[src/rtl/lfsr_arbiter.sv]
// lfsr_arbiter: one 5-bit Fibonacci LFSR shared by two requesters via round-robin req/ack,
// with a programmable free-run tick and zero-safe seed loading.
module lfsr_arbiter #(
    parameter int TICK_DIV = 4
) (
    input  logic       clk,
    input  logic       reset,
    input  logic [1:0] req,
    input  logic       seed_load,
    input  logic [4:0] seed_in,
    output logic [1:0] ack,
    output logic [4:0] rand_out,
    output logic [4:0] lfsr_q
);
    localparam int CW = TICK_DIV > 1 ? $clog2(TICK_DIV) : 1;
    localparam logic [CW-1:0] TOP = CW'(TICK_DIV > 0 ? TICK_DIV - 1 : 0);

    logic [4:0]    state_q, state_d, step, rand_q, rand_d;
    logic [1:0]    ack_q, ack_d, elig;
    logic          last_q, last_d, gnt, g, wrap;
    logic [CW-1:0] cnt_q, cnt_d;

    assign step = {state_q[0] ^ state_q[2], state_q[4:1]};
    // a requester just acked is not eligible, so a held req is never served back-to-back
    assign elig = req & ~ack_q;
    assign gnt  = |elig;
    assign g    = &elig ? ~last_q : elig[1];
    assign wrap = (TICK_DIV > 0) && (cnt_q == TOP);

    always_comb begin
        cnt_d   = (seed_load || wrap || TICK_DIV == 0) ? '0 : cnt_q + 1'b1;
        state_d = seed_load ? (seed_in == '0 ? 5'd1 : seed_in) : (gnt || wrap) ? step : state_q;
        ack_d   = (seed_load || !gnt) ? 2'b00 : (g ? 2'b10 : 2'b01);
        rand_d  = (!seed_load && gnt) ? state_q : rand_q;
        last_d  = (!seed_load && gnt) ? g : last_q;
    end

    always_ff @(posedge clk) begin
        if (reset) begin
            state_q <= 5'd1;
            ack_q   <= 2'b00;
            rand_q  <= 5'd0;
            last_q  <= 1'b1;
            cnt_q   <= '0;
        end else begin
            state_q <= state_d;
            ack_q   <= ack_d;
            rand_q  <= rand_d;
            last_q  <= last_d;
            cnt_q   <= cnt_d;
        end
    end

    assign ack      = ack_q;
    assign rand_out = rand_q;
    assign lfsr_q   = state_q;
endmodule

[config.mk]
export PLATFORM = sky130hd
export DESIGN_NAME = lfsr_arbiter
export DESIGN_NICKNAME = d
export VERILOG_FILES = /design/src/rtl/lfsr_arbiter.sv
export SDC_FILE = /design/constraint.sdc
export NUM_CORES = 1
export LEC_CHECK = 0
export ABC_AREA = 1
export CORE_MARGIN = 3
export CORE_UTILIZATION = 50
export CTS_BUF_LIST = sky130_fd_sc_hd__clkbuf_2
export DETAILED_ROUTE_END_ITERATION = 8
export PLACE_DENSITY = 0.85
export SYNTH_ARGS = -nofsm -noshare
export SYNTH_HDL_FRONTEND = slang
export SYNTH_SLANG_ARGS = --single-unit
[constraint.sdc]
create_clock -name clk -period 1.5 [get_ports clk]
set_input_delay 0.225 -clock clk [delete_from_list [all_inputs] [get_ports clk]]
set_output_delay 0.225 -clock clk [all_outputs]
set_load 0.01 [all_outputs]
After elaboration in Yosys (flattened, before gate mapping)
Cells that the tools add are included.
- word-level logic and storage cells: 28
- bits of input ports: 10
- register bits after elaboration: 15
- output and inout bits: 12
- bitwise gates (word level): 4
- equal/unequal tests: 1
- add/sub/neg operators: 1
- muxes and demuxes: 5
- reductions and logical operators: 12
- operators by type and width (kind ; number):
    5-bit 2-to-1 mux ; 3
    2-bit OR reduction ; 3
    5-bit logical NOT ; 1
    1-bit logical OR ; 3
    2-bit by 1-bit adder with 2-bit output, second input constant ; 1
    2-bit AND ; 1
    2-bit equality test, second input constant ; 1
    1-bit logical NOT ; 2
    2-bit 2-to-1 mux ; 1
    2-bit NOT ; 1
    2-bit AND reduction ; 1
    2-bit nonzero test ; 1
    1-bit logical AND ; 1
    1-bit 2-to-1 mux ; 1
    1-bit NOT ; 1
    1-bit bitwise XOR ; 1

Depth between registers and ports, before layout
- depth in word-level cells: 6
- mapped depth: 6
- mapped depth without buffers: 6

Worst setup path before layout
No wires, ideal clock.
- path kind: reg2reg
- start: register cnt_q[0]
- end: register state_q[0], in the netlist lfsr_q[0]
- library setup time: 0.114 ns
- data arrival time: 0.896 ns
- path buffers: 0
- cell stages (with the launch flop): 6
- slack: 0.490 ns
- cells stage by stage: dfxtp_1 ha_1 nor2_8 nand3_4 nand3_1 nand2_1
- longest elaborated chain between the ends: 3
- RTL lines (what ; RTL line ; source):
    start, declared ; 21 ; logic [CW-1:0] cnt_q, cnt_d;
    start signal, assigned ; 50 ; cnt_q <= cnt_d;
    2-bit equality test ; 28 ; assign wrap = (TICK_DIV > 0) && (cnt_q == TOP);
    1-bit logical OR ; 32 ; state_d = seed_load ? (seed_in == '0 ? 5'd1 : seed_in) : (gnt || wrap) ? step : state_q;
    2-bit nonzero test (no source line) ; n/a ;
    end signal, assigned ; 46 ; state_q <= state_d;
    end, declared ; 18 ; logic [4:0] state_q, state_d, step, rand_q, rand_d;
Every way passes these cells.
A chain may end at the register's enable or synchronous reset.

Final worst setup path
- start: register state_q[3], in the netlist lfsr_q[3]
- end: output port lfsr_q[3]
- RTL lines (what ; RTL line ; source):
    end, declared ; 13 ; output logic [4:0] lfsr_q
No word-level cell between the ends.

==> impl_metrics.yaml <==
synth:
  synthSimpleGateAreaFrac_pct: 37.4
  synth_cell_types: 16
  synth_seq_cells: 15
  yosysTopAreaCell: "dfxtp_1"
  yosys_warnings: 0
  synth_top_family_by_area: "simple AND/OR/NAND/NOR gates"
  synth_nets: 104
  synth_top_area_share_pct: 43.3
  synth.yosys.seq_area_share_pct: 43.3
  yosys-mux-area-fraction_pct: 0
  synth_compound_area_share_pct: 8.30
  syn_inst: 93
  synth_fa_ha_area_share_pct: 1.81
  synth.avg_cell_area_sq_um: 7.45
  syn_area_sq_um: 693
  synth_xor_area_share_pct: 0
  synthTopCellsByArea: "dfxtp_1 (43%), nand2_1 (12%), nor2_1 (8.7%)"
drt:
  wl_met3_microns: 60
  wl_met2_microns: 679
  drt-initial-drc-count: 8
  drc: 0
  drtPass1Iterations: 6
  wl_per_cell_microns: 10.7
  wl_met1_microns: 650
  vias_per_cell: 4.94
  wl_mm: 1.44
  num_vias: 662
  top_layer_used: "met4"
  ant_nets: 0
clocking:
  insertion_delay_ps: 270
  cts.sinks: 15
  root_buffer: "clkbuf_2"
  clk_pin_slew_ps: 130
  htreeDepth: 1
  max-clock-path-buffers: 2
  cts_tree: "done"
  cts-buffers-inserted: 3
power_and_ir_drop:
  leakagePower_nw: 0.436
  power_density_nw_per_um2: 865
  vdd_ir_drop_max_mv: 0.594
place:
  port_buffers: 21
  finalWeightedCongestion: 0.763
  dpl_worst_slack_ps: 110
  dp_hpwl_mm: 1.16
final_layout:
  n_antenna_cell: 0
  area_growth_pct: 37.2
  utilization_pct: 79.2
  nets: 132
  drive_above_1_share_pct: 13.3
worst_setup_path:
  critical-path-top-delay-family: "buffers and inverters"
  critPathLaunch: "lfsr_q[3]"
  crit_required_ps: 1270
  endpoint_kind: "output pin"
  crit_fanout: 3
  crit_chain: "clkdlybuf4s50_1"
  cp_slowest_cell: "clkdlybuf4s50_1"
  crit_path_max_incr_delay_ps: 550
  crit_buf_inv: 1
  startpoint_type: "flop"
  rr_startpoint: "cnt_q[0]"
  cp.arrival_ps: 1200
  crit_type: "reg -> out"
timing:
  hold_viol_final: 0
  drv_slew: 0
  tightest_slew_ps: 270
  tns_ps: 0
  finalClockSkew_ps: 0.517
  setup_viol: 0
  max-slew-margin-rel_pct: 82.0
  fmax_ghz: 0.704
  setup_slack_ps: 79.1
  post-route-period-util_pct: 94.7
  rsz0062_at_grt: "no"
  period_needed_ps: 1420
floorplan:
  dieArea_sq_um: 1870
  io_pins: 22
  num_rows: 12
  floorplan.initialDensity_pct: 57.7
  chipHeight_microns: 43.2
  dieWidth_microns: 43.2
  design.core.area_sq_um: 1200
grt:
  antenna_found_initial: 0
  grt_pass1_vias: 635
  grt_max_degree: 10
  grt_usage_pct: 17.5
  grt_overflow: 0
  grt_pass1_wl_mm: 2.46
min_path:
  hold_class: "reg -> reg"
  worstHoldStart: "cnt_q[0]"
status:
  status: "complete, no violations"
flow_run:
  cap_viol_max_count: 0
-- cell usage in the layout, fill, tap and decap left out, types with 2 or more instances in the layout --
| master | instances |
|---|---|
| clkdlybuf4s50_1 | 21 |
| a21oi_1 | 2 |
| o21ai_1 | 5 |
| inv_1 | 10 |
| o21a_1 | 3 |
| nand2_2 | 2 |
| nand3_1 | 8 |
| clkbuf_2 | 4 |
| nor2_1 | 16 |
| nand4_1 | 2 |
| dfxtp_2 | 2 |
| dfxtp_1 | 13 |
| nand2_1 | 23 |
| buf_4 | 4 |
-- per-layer routing --
layer,global-route usage (%),vias to the layer above
li1,-,346
met1,18.6,293
met2,30.4,17
met3,4.24,6
met4,10.8,0
met5,0,-
-- path summary, 6_finish.rpt --
kind	to	depth (start not counted)	slack [ps]
worst min-delay path	cnt_q[0]	1	430
worst max-delay path	lfsr_q[3]	1	80
worst max register to register	lfsr_q[2]	6	400
worst min register to register	cnt_q[0]	1	430
-- final cells by class --
class	instances	area [sq um]
Inverter	11	41.3
Sequential cell	15	303
Tap cell	14	17.5
Fill cell	102	250
Timing Repair Buffer	25	240
Multi-Input combinational cell	65	329
Clock buffer	4	20.0
-- Yosys cell counts --
library cell / instances
dfxtp_1: 15
nand3_2: 1
a21oi_1: 2
nand4_1: 2
nand3_4: 1
o21a_1: 3
inv_1: 10
nand3_1: 8
inv_2: 1
buf_6: 2
ha_1: 1
nand2_1: 23
nand2_2: 2
o21ai_1: 5
nor2_1: 16
nor2_8: 1
-- report_power, final --
group          internal, W  switching (W)
Sequential        0.000426      0.0000158
Combinational    0.0000974      0.0000924
Clock            0.0000707       0.000120
-- registers in the layout (all words and copies together), names as in the netlist --
register / count
last_q: 1
ack: 2
rand_out: 5
cnt_q: 2
lfsr_q: 5
-- per-stage QoR --
step / total power (W) / instances / hold slack [ps] / cell area (sq um)
6_report: 0.000822 / 134 / 432 / 951
3_5_place_dp: 0.000640 / 130 / 418 / 928
3_3_place_gp: 0.000635 / 130 / 408 / 928
5_1_grt: 0.000879 / 134 / 462 / 951
2_1_floorplan: 0.000552 / 93 / 317 / 693
4_1_cts: 0.000834 / 134 / 437 / 948
-- cell families after synthesis --
| group | count (synthesis) |
|---|---|
| flip-flops | 15 |
| AND/OR/NAND/NOR | 54 |
| AO/OA/AOI/OAI | 10 |
| buffers and inverters | 13 |
| adder cells (fa/ha/maj) | 1 |
-- timing repair --
action                                  4_1_cts  5_1_grt
endpoints found under the hold margin         0        0
endpoints found under the setup margin        0        2
resized for setup                             0        2
hold buffers                                  0        0
setup buffers                                 0        0
Note: power is estimated with default switching activity, not from simulation.
